<file path="src/rtl/pong_game_ctrl.sv">
// rtl/pong_game_ctrl.sv - frame-rate Pong controller: paddles, ball, bounces, score, serve/play/over
// Optional BALL_SPEEDUP_EN: ball speed steps up by one per paddle hit, saturating at 6.
module pong_game_ctrl #(
   parameter int BALL_SPEED   = 2,
   parameter int PADDLE_SPEED = 4,
   parameter int SERVE_FRAMES = 60,
   parameter int WIN_SCORE    = 9
) (
   input  logic       VGA_CLOCK,
   input  logic       RESET,
   input  logic       FRAME_TICK,
   input  logic       START,
   input  logic       P1_UP,
   input  logic       P1_DOWN,
   input  logic       P2_UP,
   input  logic       P2_DOWN,
   output logic [9:0] PADDLE1Y,
   output logic [9:0] PADDLE2Y,
   output logic [9:0] BALLX,
   output logic [9:0] BALLY,
   output logic [3:0] SCORE1,
   output logic [3:0] SCORE2,
   output logic       GAME_OVER
);

   localparam logic [1:0] IDLE  = 2'd0;
   localparam logic [1:0] SERVE = 2'd1;
   localparam logic [1:0] PLAY  = 2'd2;
   localparam logic [1:0] OVER  = 2'd3;

   localparam logic [9:0]         CX         = 10'd320;
   localparam logic [9:0]         CY         = 10'd240;
   localparam logic [3:0]         WIN        = 4'(WIN_SCORE);
   localparam logic [15:0]        SERVE_LAST = 16'(SERVE_FRAMES);
   localparam logic signed [10:0] PSTEP      = 11'(PADDLE_SPEED);

   logic [1:0]         state, state_n;
   logic [15:0]        cnt, cnt_n;
   logic               dx, dx_n, dy, dy_n, wall_dy;
   logic [9:0]         p1_n, p2_n, bx_n, by_n;
   logic [3:0]         s1_n, s2_n;
   logic signed [10:0] step, nx, ny, d1, d2;
   logic               hit1, hit2;

`ifdef BALL_SPEEDUP_EN
   logic [2:0] speed;

   always_ff @(posedge VGA_CLOCK or posedge RESET) begin
      if (RESET)
         speed <= 3'(BALL_SPEED);
      else if (state_n == SERVE && state != SERVE)
         speed <= 3'(BALL_SPEED);
      else if (state == PLAY && FRAME_TICK && (hit1 || hit2) && speed != 3'd6)
         speed <= speed + 3'd1;
   end
`else
   localparam logic [2:0] speed = 3'(BALL_SPEED);
`endif

   assign step = $signed({8'd0, speed});

   function automatic logic [9:0] paddle_move(input logic [9:0] y, input logic up, input logic down);
      logic signed [10:0] p;
      p = $signed({1'b0, y});
      if (up && !down)
         p = p - PSTEP;
      else if (down && !up)
         p = p + PSTEP;
      if (p < 11'sd26)
         p = 11'sd26;
      else if (p > 11'sd453)
         p = 11'sd453;
      return p[9:0];
   endfunction

   always_comb begin
      state_n = state;
      cnt_n   = cnt;
      dx_n    = dx;
      dy_n    = dy;
      p1_n    = PADDLE1Y;
      p2_n    = PADDLE2Y;
      bx_n    = BALLX;
      by_n    = BALLY;
      s1_n    = SCORE1;
      s2_n    = SCORE2;

      nx      = $signed({1'b0, BALLX}) + (dx ? step : -step);
      ny      = $signed({1'b0, BALLY}) + (dy ? step : -step);
      wall_dy = dy;
      if (ny <= 11'sd6) begin
         ny      = 11'sd6;
         wall_dy = 1'b1;
      end else if (ny >= 11'sd473) begin
         ny      = 11'sd473;
         wall_dy = 1'b0;
      end
      // Hit window uses the post-bounce Y and the paddles as registered before this tick.
      d1   = ny - $signed({1'b0, PADDLE1Y});
      d2   = ny - $signed({1'b0, PADDLE2Y});
      hit1 = !dx && (nx <= 11'sd30)  && (d1 > -11'sd30) && (d1 < 11'sd30);
      hit2 =  dx && (nx >= 11'sd610) && (d2 > -11'sd30) && (d2 < 11'sd30);

      case (state)
         IDLE: begin
            if (START) begin
               state_n = SERVE;
               cnt_n   = '0;
            end
         end
         SERVE: begin
            if (FRAME_TICK) begin
               p1_n = paddle_move(PADDLE1Y, P1_UP, P1_DOWN);
               p2_n = paddle_move(PADDLE2Y, P2_UP, P2_DOWN);
               bx_n = CX;
               by_n = CY;
               if (cnt + 16'd1 == SERVE_LAST) begin
                  state_n = PLAY;
                  cnt_n   = '0;
               end else begin
                  cnt_n = cnt + 16'd1;
               end
            end
         end
         PLAY: begin
            if (FRAME_TICK) begin
               p1_n = paddle_move(PADDLE1Y, P1_UP, P1_DOWN);
               p2_n = paddle_move(PADDLE2Y, P2_UP, P2_DOWN);
               dy_n = wall_dy;
               by_n = ny[9:0];
               if (hit1) begin
                  bx_n = 10'd30;
                  dx_n = 1'b1;
               end else if (hit2) begin
                  bx_n = 10'd610;
                  dx_n = 1'b0;
               end else if (!dx && nx <= 11'sd5) begin
                  s2_n    = (SCORE2 == WIN) ? WIN : SCORE2 + 4'd1;
                  bx_n    = CX;
                  by_n    = CY;
                  dx_n    = 1'b0;
                  state_n = (s2_n == WIN) ? OVER : SERVE;
                  cnt_n   = '0;
               end else if (dx && nx >= 11'sd634) begin
                  s1_n    = (SCORE1 == WIN) ? WIN : SCORE1 + 4'd1;
                  bx_n    = CX;
                  by_n    = CY;
                  dx_n    = 1'b1;
                  state_n = (s1_n == WIN) ? OVER : SERVE;
                  cnt_n   = '0;
               end else begin
                  bx_n = nx[9:0];
               end
            end
         end
         default: begin
            if (START) begin
               s1_n    = '0;
               s2_n    = '0;
               p1_n    = CY;
               p2_n    = CY;
               bx_n    = CX;
               by_n    = CY;
               state_n = SERVE;
               cnt_n   = '0;
            end
         end
      endcase
   end

   always_ff @(posedge VGA_CLOCK or posedge RESET) begin
      if (RESET) begin
         state     <= IDLE;
         cnt       <= '0;
         dx        <= 1'b1;
         dy        <= 1'b1;
         PADDLE1Y  <= CY;
         PADDLE2Y  <= CY;
         BALLX     <= CX;
         BALLY     <= CY;
         SCORE1    <= '0;
         SCORE2    <= '0;
         GAME_OVER <= 1'b0;
      end else begin
         state     <= state_n;
         cnt       <= cnt_n;
         dx        <= dx_n;
         dy        <= dy_n;
         PADDLE1Y  <= p1_n;
         PADDLE2Y  <= p2_n;
         BALLX     <= bx_n;
         BALLY     <= by_n;
         SCORE1    <= s1_n;
         SCORE2    <= s2_n;
         GAME_OVER <= (state_n == OVER);
      end
   end

endmodule

</file>
<file path="config.mk">
export PLATFORM = sky130hd
export DESIGN_NAME = pong_game_ctrl
export DESIGN_NICKNAME = d
export VERILOG_FILES = /design/src/rtl/pong_game_ctrl.sv
export SDC_FILE = /design/constraint.sdc
export NUM_CORES = 1
export LEC_CHECK = 0
export BUFFER_PORTS_ARGS = -buffer_cell sky130_fd_sc_hd__buf_2
export CORE_MARGIN = 8
export CORE_UTILIZATION = 62
export DETAILED_ROUTE_END_ITERATION = 8
export PLACE_DENSITY = 0.83
export SYNTH_ARGS = -nofsm -noshare
export SYNTH_HDL_FRONTEND = slang
export SYNTH_SLANG_ARGS = --single-unit
</file>
<file path="constraint.sdc">
create_clock -name VGA_CLOCK -period 8.1 [get_ports VGA_CLOCK]
set_input_delay 0.405 -clock VGA_CLOCK [delete_from_list [all_inputs] [get_ports VGA_CLOCK]]
set_output_delay 0.405 -clock VGA_CLOCK [all_outputs]
set_load 0.01 [all_outputs]
</file>
# Word level (Yosys, flattened, before mapping)
# Index checks and enable logic that the tools add are counted.
[totals]
reg_bits = 69
input_bits = 8
output_inout_bits = 49
wordCells = 171
[op_classes]
addsub = 11
magnitude_cmp = 18
eq_ne = 16
n_mux = 84
bitwise_logic = 2
n_reduce_logical = 29
[ops]
columns = ["op", "count"]
rows = [
  ["$mux W10", 26],
  ["$mux W11", 14],
  ["$mux W16", 8],
  ["$pmux W10 S3", 4],
  ["$lt A11 B6 Y1 const B", 6],
  ["$mux W4", 12],
  ["$gt A11 B10 Y1 const B", 4],
  ["$pmux W16 S2", 1],
  ["$add A10 B3 Y11 const B", 2],
  ["$add A11 B11 Y11", 2],
  ["$ge A11 B11 Y1 const B", 2],
  ["$gt A11 B6 Y1 const B", 2],
  ["$le A11 B4 Y1 const B", 2],
  ["$sub A10 B3 Y11 const B", 2],
  ["$sub A11 B11 Y11", 2],
  ["$mux W2", 10],
  ["$add A16 B1 Y16 const B", 1],
  ["$eq A16 B6 Y1 const B", 1],
  ["$eq A4 B4 Y1 const B", 4],
  ["$pmux W4 S2", 2],
  ["$ne A2 B2 Y1 const B", 7],
  ["$logic_and A1 B1 Y1", 12],
  ["$reduce_and A6 Y1", 2],
  ["$ge A11 B10 Y1 const B", 1],
  ["17 further kinds", 31],
]

# Logic depth before layout (Yosys ltp)
# Gate-level depths: netlist of run 1.
[depth]
word_depth = 14
depth_mapped = 24
mapped_depth_nobuf = 23

# Worst setup path before layout of run 1
# OpenSTA, ideal clock, no wires.
[synth_timing]
path_type = "reg2reg"
from = "register dy"
to = "register SCORE1[0]"
setup_time_ns = 0.079
arrival_ns = 5.843
path_slack_ns = 2.178
stages_incl_launch_ff = 25
n_path_buf = 1
synth_period_minus_slack_ns = 5.922
path_cell_list = "dfstp_2 inv_1 fa_1 a21o_1 a21oi_1 nor2_1 a2111oi_0 o31ai_1 xnor2_1 and2_1 a41oi_1 a21boi_0 inv_1 ha_1 nor2b_1 o2111ai_1 and3_1 nor2_1 xor2_1 or4b_1 a211o_1 buf_2 and2_1 o21ai_1 mux2i_1"
[synth_between]
elab_chain_len = 11
elab_cells_between_ends = 19
cone_classes = "add/sub: 3; order compare: 6; eq/ne: 2; mux: 3; reduce/logical: 5"
[synth_lines]
columns = ["item", "line_no", "source"]
rows = [
  ["start: declaration", "39", "logic dx, dx_n, dy, dy_n, wall_dy;"],
  ["start signal: assignment", "188", "dy <= dy_n;"],
  ["$mux W11 *", "89", "ny = $signed({1'b0, BALLY}) + (dy ? step : -step);"],
  ["$add A11 B11 Y11 *", "89", ""],
  ["$ge A11 B10 Y1", "94", "end else if (ny >= 11'sd473) begin"],
  ["$mux W11", "94", ""],
  ["$mux W11 *", "91", "if (ny <= 11'sd6) begin"],
  ["$sub A11 B11 Y11, on equally long branches", "100, 99", ""],
  ["$gt A11 B6 Y1, on equally long branches", "102, 101", ""],
  ["$logic_and A1 B1 Y1, on equally long branches (2 in series)", "102, 101", ""],
  ["$ne A2 B2 Y1 (no line)", "--", ""],
  ["$reduce_and A7 Y1 (no line) *", "--", ""],
  ["end signal: assignment", "193", "SCORE1 <= s1_n;"],
  ["end: declaration", "21", "output logic [3:0] SCORE1,"],
]
# Mark *: on every way between the ends. The rest lies on a longest branch, timed or not.
# A chain may end at the register's enable or synchronous reset.

# Worst setup path in the final report of run 1
[layout_timing]
from = "register dy"
to = "register cnt[9]"
[layout_between]
elab_chain_len = 11
elab_cells_between_ends = 19
cone_classes = "add/sub: 3; order compare: 6; eq/ne: 2; mux: 3; reduce/logical: 5"
[layout_lines]
columns = ["item", "line_no", "source"]
rows = [
  ["$mux W11 *", "89", ""],
  ["$add A11 B11 Y11 *", "89", ""],
  ["$ge A11 B10 Y1", "94", ""],
  ["$mux W11", "94", ""],
  ["$mux W11 *", "91", ""],
  ["$sub A11 B11 Y11, on equally long branches", "100, 99", ""],
  ["$gt A11 B6 Y1, on equally long branches", "102, 101", ""],
  ["$logic_and A1 B1 Y1, on equally long branches (2 in series)", "102, 101", ""],
  ["$ne A2 B2 Y1 (no line)", "--", ""],
  ["$reduce_and A6 Y1 (no line) *", "--", ""],
  ["end signal: assignment", "186", "cnt <= cnt_n;"],
  ["end: declaration", "38", "logic [15:0] cnt, cnt_n;"],
]
# Marked as above.

==> results of run 1 <==
layout make-up:
type	count	area, um^2
Multi-Input combinational cell	662	4560
Fill cell	891	3160
Clock buffer	9	124
Tap cell	136	170
Inverter	51	191
Clock inverter	7	91.3
Timing Repair Buffer	58	298
Sequential cell	68	1720
registers in the layout, summed over array words and instances (netlist names):
register	cells
BALLX	9
BALLY	10
GAME_OVER	1
PADDLE1Y	10
PADDLE2Y	10
SCORE1	4
SCORE2	4
cnt	16
dx	1
dy	1
state	2
where the power goes:
part / switching [W] / internal (W) / total, W
logic: 0.000564 / 0.000323 / 0.000888
registers: 0.0000687 / 0.000396 / 0.000465
clock network: 0.000146 / 0.000172 / 0.000319
layout by cell type, fill, tap and decap left out, types with 11 or more instances in the layout:
cell and count:
o21ai_0 78, nor2_1 66, ha_1 55, buf_2 55, nand2_1 54, dfrtp_1 52
inv_1 50, a21oi_1 49, xnor2_1 34, nand3_1 31, nor3_1 26, nor2b_1 19
nand2b_1 17, dfstp_2 16, a31oi_1 13, o31ai_1 12, a211oi_1 11, a21o_1 11
cell families after synthesis:
| group | after synthesis | share of synthesized area [%] |
|---|---|---|
| xor+xnor | 44 | 5.86 |
| fa+ha+maj | 59 | 11.7 |
| simple gates | 277 | 21.7 |
| other cells | 1 | 0.0570 |
| flops | 68 | 26.2 |
| buf+inv | 73 | 4.57 |
| mux | 5 | 0.761 |
| compound gates | 274 | 29.1 |
per-layer routing:
| layer | wire length [um] | up-vias | track usage [%] |
|---|---|---|---|
| met5 | 0 | - | 0 |
| li1 | - | 3066 | - |
| met2 | 8820 | 243 | 43.1 |
| met1 | 7840 | 3145 | 31.3 |
| met4 | 389 | 0 | 8.30 |
| met3 | 953 | 37 | 4.58 |
stage by stage:
stage	area [um^2]	power, W	utilization [%]	hold WS (ns)
6_report	7160	0.00167	69.3	0.313
5_1_grt	7160	0.00179	69.3	0.399
4_1_cts	7160	0.00165	69.3	0.346
3_5_place_dp	6940	0.00133	67.3	0.500
3_3_place_gp	6940	0.00131	67.3	0.486
2_1_floorplan	6580	0.00111	-	0.468
how the worst min path moves through the flow:
stage	endpoint	depth (start not counted)	startpoint	slack (ns)
after detailed placement	cnt[1]	2	cnt[1]	0.50
final	SCORE2[1]	3	RESET	0.31
after floorplan	cnt[0]	1	cnt[0]	0.47
after global placement	cnt[1]	2	cnt[1]	0.49
after global routing	cnt[4]	3	RESET	0.40
after CTS	cnt[4]	3	RESET	0.35
critical path: cells and delay by family (launching register included):
family	cells	cell delay [ns]
AND/OR/NAND/NOR	7	1.85
adder cells (fa/ha/maj)	2	0.77
buffers and inverters	2	0.35
flip-flops	1	0.53
XOR/XNOR	2	0.34
AO/OA/AOI/OAI	10	3.35
==> impl_metrics.yaml, run 1 <==
run_status:
  status: "complete, no violations"
floorplan:
  die_w_um: 119
  chipHeight_um: 119
  ios: 57
  start_util_pct: 63.7
  die_area_mm2: 0.0142
  core_region_area_mm2: 0.0103
  rows: 37
power:
  cellPowerDensity_mw_per_mm2: 233
  ir_drop_uv: 133
  p_leak_nw: 3.19
global_routing:
  grt-ovfl-total: 0
  grt_max_degree: 69
  grt_pass1_wl_mm: 30.1
  grt_pass1_vias: 6288
  track_usage_pct: 25.1
  antenna_found_initial: 0
synthesis:
  ys_ff_latch: 68
  synth_area_per_cell_um2: 8.21
  yosys.area.top_type: "dfrtp_1"
  synthTopCellsByArea: "dfrtp_1 20%, ha_1 10%, dfstp_2 6.4%"
  synth.most_common_cell: "o21ai_0"
  synth_edf_count: 0
  synth_cell_type_count: 84
  synthFlopType: "dfrtp_1"
  synthTopCellsByCount: "78 x o21ai_0, 66 x nor2_1, 55 x ha_1"
  synth_top_area_share_pct: 19.8
  yosys_warnings: 0
  netlist_instances: 801
  yosysSeqAreaShare_pct: 26.2
  async_reset_ff_share_pct: 100
  syn_area_mm2: 0.00657
critical_path:
  worst-setup-path-type: "reg2reg"
  critPathLaunchType: "register"
  rr_startpoint: "dy"
  cp_cell_sequence: "inv_1 -> fa_1 -> a21o_1 -> a21oi_1 -> nor2_1 -> a2111oi_0 -> o31ai_1 -> xnor2_1 -> and2_1 -> a41oi_1 -> a21boi_0 -> inv_1 -> ha_1 -> nor2b_1 -> o2111ai_1 -> and3_1 -> nor2_1 -> xor2_1 -> or4b_1 -> a211o_1 -> a31oi_4 -> or2_1 -> o21ai_1"
  worstReg2RegEnd: "cnt[9]"
  crit_path_max_incr_delay_ns: 0.64
  r2r_slack_ns: 0.75
  endpoint_kind: "register"
  worstPathArrival_ns: 7.58
  cp.required_ns: 8.32
  startpoint: "dy"
  cp_slowest_cell: "a21boi_0"
  crit_path_end: "cnt[9]"
  reg2reg_depth: 23
  cp_max_fo: 19
timing:
  finalHoldViolations: 0
  setup_violations: 0
  slew_violations: 0
  fmax_mhz: 136
  fin_crit_sh_pct: 90.8
  setup_ws_ns: 0.745
  worst_pin_slew_ns: 0.965
  slew-limit-headroom_pct: 34.8
  skew_ns: 0.0133
  rsz0062_at_grt: "false"
  min_period_ns: 7.35
  fin_setup_tns_ns: 0
clocking:
  clk_pin_slew_ns: 0.09
  cts_tree: "yes"
  hold_buffers: 0
  clkSinkCount: 68
  htree_levels: 3
  cts-root-buf: "clkbuf_8"
  clock_path_buffers: 2
  cts_resized: 0
  postCtsSetupBuffers: 0
  insertion_delay_ns: 0.35
  cts_buffers: 9
drt:
  num_vias: 6491
  post_drt_wl_per_cell_um: 18.2
  postRouteAntennaNets: 0
  drc: 0
  drt_iter0_drc: 647
  wl_mm: 18.0
  dr.pass1.iters: 6
  avgViaCountPerCell: 6.55
placed_design:
  io_buffers: 55
  gp_congestion: 0.935
  pre_cts_slack_ns: 0.857
  dp.cells: 975
  dp_hpwl_mm: 13.5
cells_and_area:
  synthToLayoutAreaGrowth_pct: 8.91
  antenna_cells: 0
  nNetsFinal: 917
  drive_above_1_share_pct: 13.1
  final-instance-count-excl-fill: 991
worst_hold_path:
  hp-class: "in2async"
run:
  drv_cap: 0
(Power assumes the default switching activity.)
==> run 2: changes to the inputs <==
- CORE_ASPECT_RATIO: default -> 1.2
- RECOVER_POWER: default -> 50
==> run 2 against run 1 <==
- the flow now finishes with violations (capacitance limit, slew limit)
- via count barely moved
- highest routed layer unchanged
- cell area rose by 0.65%
- clock-buffer cell count rose by 3
- core utilization fell by 0.16 points
- combinational power fell by 2%
- final cell count fell by 0.71%
==> impl_metrics.yaml, run 2 (same netlist as run 1, synthesis figures left out) <==
run_status:
  status: "finished with violations"
  violations: "capacitance limit, slew limit"
critical_path:
  rr_startpoint: "dy"
  cp_cell_sequence: "inv_1 -> ha_1 -> a21o_1 -> a211oi_1 -> nor2_1 -> o41ai_1 -> o21ai_0 -> a21oi_1 -> xnor2_1 -> a41oi_1 -> a21boi_0 -> inv_1 -> ha_1 -> nor2b_1 -> o2111ai_1 -> and3_1 -> nor2_1 -> xor2_1 -> or4b_1 -> a211o_1 -> a31oi_4 -> or2_1 -> o21ai_1"
  reg2reg_depth: 23
  endpoint_kind: "register"
  crit_path_max_incr_delay_ns: 0.61
  cp.required_ns: 8.30
  cp_max_fo: 19
  startpoint: "dy"
  worst-setup-path-type: "reg2reg"
  critical_path.top_delay_family: "compound AO/OA/AOI/OAI gates"
  cp.depth: 23
  cp_slowest_cell: "a21boi_0"
  r2r_slack_ns: 0.66
  worstPathArrival_ns: 7.63
  worstReg2RegEnd: "cnt[3]"
  cp_num_buf_inv: 2
  critPathLaunchType: "register"
  crit_path_end: "cnt[3]"
global_routing:
  grt_use_met2_pct: 42.8
  grt.met1_usage_pct: 33.3
  grt_pass1_vias: 6196
  top_usage_layer: "met2"
  grt_pass1_wl_mm: 30.2
  antenna_found_initial: 0
  track_usage_pct: 26.2
  grt-ovfl-total: 0
  grt_max_degree: 69
  met3_usage_pct: 4.45
drt:
  dr.pass1.iters: 5
  postRouteAntennaNets: 0
  wl_mm: 18.2
  post_drt_wl_per_cell_um: 18.5
  drc: 0
  num_vias: 6489
  avgViaCountPerCell: 6.59
  drt_iter0_drc: 550
cells_and_area:
  final_area_mm2: 0.00721
  largest_reg_flops: 16
  antenna_cells: 0
  synthToLayoutAreaGrowth_pct: 9.61
  utilization_pct: 69.2
  nNetsFinal: 917
  layout_common_cells: "78 x o21ai_0, 66 x nor2_1, 55 x ha_1, 54 x nand2_1, 52 x dfrtp_1"
  drive_above_1_share_pct: 9.94
  final_common_cell: "o21ai_0"
  regMostFlops: "cnt"
timing:
  slew_violations: 69
  worst_pin_slew_ns: 3.72
  setup_violations: 0
  rsz0062_at_grt: "false"
  skew_ns: 0.00705
  finalHoldViolations: 0
  fin_crit_sh_pct: 91.8
  min_period_ns: 7.44
  setup_ws_ns: 0.663
  fin_setup_tns_ns: 0
  fmax_mhz: 134
  slew-limit-headroom_pct: -148
clocking:
  hold_buffers: 0
  cts_tree: "yes"
  cts-root-buf: "clkbuf_16"
  postCtsSetupBuffers: 0
  clkSinkCount: 68
  cts_resized: 0
  cts_buffers: 9
  clock_path_buffers: 2
  clk_pin_slew_ns: 0.06
  htree_levels: 3
  insertion_delay_ns: 0.34
power:
  p_leak_nw: 3.13
  ir_drop_uv: 163
  cellPowerDensity_mw_per_mm2: 242
  power_w: 0.00174
floorplan:
  die_w_um: 110
  chipHeight_um: 129
  die_area_mm2: 0.0142
  ios: 57
  start_util_pct: 63.1
  rows: 41
  core_region_area_mm2: 0.0104
placed_design:
  pre_cts_slack_ns: 0.810
  io_buffers: 55
  gp_congestion: 0.956
  dp_hpwl_mm: 13.5
  place_area_mm2: 0.00694
worst_hold_path:
  hp-class: "reg2reg"
run:
  drv_cap: 1
-- run 2: changes by cell type in the layout (fill, tap and decap cells not counted), moves of 7 or more --
cell | previous run | this run
buf_2 | 55 | 31
clkbuf_1 | 0 | 26
clkbuf_16 | 0 | 9
clkbuf_8 | 9 | 2
-- run 2: layout make-up --
class | instances | area, um^2
inverter | 51 | 191
sequential | 68 | 1720
timing repair buffer | 58 | 264
multi-input combinational | 662 | 4560
clock inverter | 4 | 47.5
tap | 129 | 161
fill | 867 | 3210
clock buffer | 12 | 256
-- run 2: report_power, final --
group	leakage, nW	switching, W	total [W]	internal (W)
Combinational	2.09	0.000549	0.000870	0.000321
Clock	0.149	0.000153	0.000407	0.000254
Sequential	0.884	0.0000694	0.000466	0.000397
-- run 2: layer usage --
layer | share of wire, % | up-vias
met4 | 2.8 | 0
met3 | 7.4 | 44
met5 | 0 | -
met2 | 49 | 253
li1 | - | 3064
met1 | 41 | 3128
-- run 2: tightest hold or removal path: cells and delay by family, from the launching register on --
family / cells / cell delay [ns]
AO/OA/AOI/OAI: 2 / 0.13
flip-flops: 1 / 0.37
-- run 2: per-stage QoR --
step	std cells	hold WS (ns)
after CTS	984	0.371
final	984	0.509
after floorplan	803	0.468
after global routing	984	0.537
after detailed placement	968	0.502
after global placement	968	0.486
-- run 2: how the worst min path moves through the flow --
stage,startpoint,depth (start not counted),to,slack (ns)
after global placement,cnt[1],2,cnt[1],0.49
after global routing,cnt[0],1,cnt[0],0.54
final,dy,2,dy,0.51
after floorplan,cnt[0],1,cnt[0],0.47
after CTS,RESET,3,PADDLE1Y[1],0.37
after detailed placement,dy,2,dy,0.50
==> run 3: changes to the inputs <==
- CELL_PAD_IN_SITES_DETAIL_PLACEMENT: default -> 1
- CELL_PAD_IN_SITES_GLOBAL_PLACEMENT: default -> 1
- CORE_UTILIZATION: 62 -> 46
- PLACE_DENSITY: 0.83 -> 0.82
- clock period: 8.1 -> 7.3 ns (I/O delays scaled with it)
==> run 3 against run 2 <==
- the flow still finishes with violations (capacitance limit, slew limit)
- wire length increased by 12%
- first-iteration DRC count shrank 55%
- final cell count increased by 4.9%
- core utilization decreased by 18 points
- clock power up 19%
- clock skew fell by 0.0019 ns
- critical path type unchanged
- critical endpoint is now BALLY[4]
==> impl_metrics.yaml, run 3 (same netlist as run 1, synthesis figures left out) <==
timing:
  min_period_ns: 6.73
  fmax_mhz: 149
  fin_crit_sh_pct: 92.2
  rsz0062_at_grt: "false"
  slew-limit-headroom_pct: -37.1
  skew_ns: 0.00511
  fin_setup_tns_ns: 0
  worst_pin_slew_ns: 2.06
  finalHoldViolations: 0
  slew_violations: 37
  setup_violations: 0
critical_path:
  critPathLaunchType: "register"
  worst-setup-path-type: "reg2reg"
  cp.required_ns: 7.57
  endpoint_kind: "register"
  r2r_slack_ns: 0.57
  cp_max_fo: 13
  worstPathArrival_ns: 7.00
floorplan:
  die_area_mm2: 0.0184
  rows: 48
  chipHeight_um: 147
  start_util_pct: 46.4
  die_w_um: 125
  core_region_area_mm2: 0.0142
  ios: 57
clocking:
  cts_buffers: 9
  htree_levels: 3
  postCtsSetupBuffers: 0
  clkSinkCount: 68
  cts_tree: "yes"
  clock_path_buffers: 2
  cts-root-buf: "clkbuf_16"
  insertion_delay_ns: 0.35
  hold_buffers: 0
  clk_pin_slew_ns: 0.06
power:
  p_leak_nw: 3.15
  cellPowerDensity_mw_per_mm2: 273
  ir_drop_uv: 171
  power_w: 0.00199
worst_hold_path:
  hp-class: "in2async"
global_routing:
  grt_max_degree: 37
  grt_pass1_wl_mm: 34.4
  track_usage_pct: 22.4
  antenna_found_initial: 0
  grt_pass1_vias: 6963
  grt-ovfl-total: 0
drt:
  dr.pass1.iters: 4
  postRouteAntennaNets: 0
  post_drt_wl_per_cell_um: 19.8
  drc: 0
  num_vias: 6410
  drt_iter0_drc: 248
  avgViaCountPerCell: 6.21
  wl_mm: 20.4
cells_and_area:
  synthToLayoutAreaGrowth_pct: 11.3
  nNetsFinal: 919
  drive_above_1_share_pct: 10.6
  layout_common_cells: "78 x o21ai_0, 66 x nor2_1, 55 x ha_1, 54 x nand2_1, 52 x dfrtp_1"
  final_common_cell: "o21ai_0"
  regMostFlops: "cnt"
  antenna_cells: 0
  largest_reg_flops: 16
placed_design:
  gp_congestion: 0.900
  dp_hpwl_mm: 15.8
  io_buffers: 55
run_status:
  status: "finished with violations"
  violations: "capacitance limit, slew limit"
run:
  drv_cap: 1
==> run 3: changes by cell type in the layout (fill, tap and decap cells not counted), sizes merged <==
cell	delta
clkbuf	-2
clkinv	-1
bufinv	+1
clkinvlp	+2
buf	+2
==> run 3: final timing paths <==
| path | start | end | cells after the start |
|---|---|---|---|
| min | RESET | SCORE2[2] | 2 |
| min in group VGA_CLOCK | cnt[1] | cnt[1] | 2 |
| max | dy | BALLY[4] | 23 |
| max reg2reg | dy | BALLY[4] | 23 |
| min reg2reg | cnt[1] | cnt[1] | 2 |
| max in group asynchronous | RESET | PADDLE1Y[8] | 3 |
==> run 3: area by class of cell <==
cell class	count	area [um^2]
clock buffers	10	239
clock inverters	6	87.6
fillers	1751	6860
inverters	51	191
multi-input cells	662	4580
flip-flops and latches	68	1720
well taps	175	219
repair buffers	60	279
==> run 3: through the flow <==
| stage | area (um^2) | setup slack [ns] | std cells | util, % | hold slack (ns) |
|---|---|---|---|---|---|
| floorplan | 6580 | 1.38 | 803 | - | 0.468 |
| global placement | 7010 | 0.600 | 1016 | 49.4 | 0.486 |
| detailed placement | 7010 | 0.178 | 1016 | 49.4 | 0.510 |
| CTS | 7330 | 0.183 | 1032 | 51.7 | 0.141 |
| global route | 7320 | 0.149 | 1032 | 51.6 | 0.468 |
| finish | 7320 | 0.572 | 1032 | 51.6 | 0.378 |
==> run 3: timing repair <==
item,4_1_cts,5_1_grt
endpoints found under the setup margin,0,28
gates resized for setup,0,3
hold endpoints to repair,0,0
==> run 3: metal layers <==
metal  GRT usage [%]  share of wire, %  vias up
li1                -                 -     3064
met1            25.8                43     3199
met2            40.4                51      104
met3            3.23               2.9       43
met4            10.1               3.4        0
met5               0                 0        -
==> run 3: power by group <==
part | internal (W) | switching (W) | total [W]
clock network | 0.000308 | 0.000175 | 0.000483
registers | 0.000440 | 0.0000796 | 0.000520
logic | 0.000360 | 0.000631 | 0.000991
total | 0.00111 | 0.000886 | 0.00199
==> run 3: critical path: stages (launching register included) <==
cell      delay [ns]
dfstp_2         0.52
inv_1           0.17
ha_1            0.39
a21o_1          0.22
a211oi_1        0.29
nor2_1          0.12
o41ai_2         0.30
o21ai_0         0.16
a21oi_1         0.20
xnor2_1         0.18
a41oi_2         0.36
o21ai_0         0.22
ha_1            0.26
fa_1            0.43
nand2b_1        0.19
a21oi_1         0.17
xor2_1          0.11
a32o_1          0.26
a211oi_1        0.21
or4b_1          0.53
a211o_1         0.51
nand2_1         0.31
o211ai_2        0.24
o22a_1          0.29
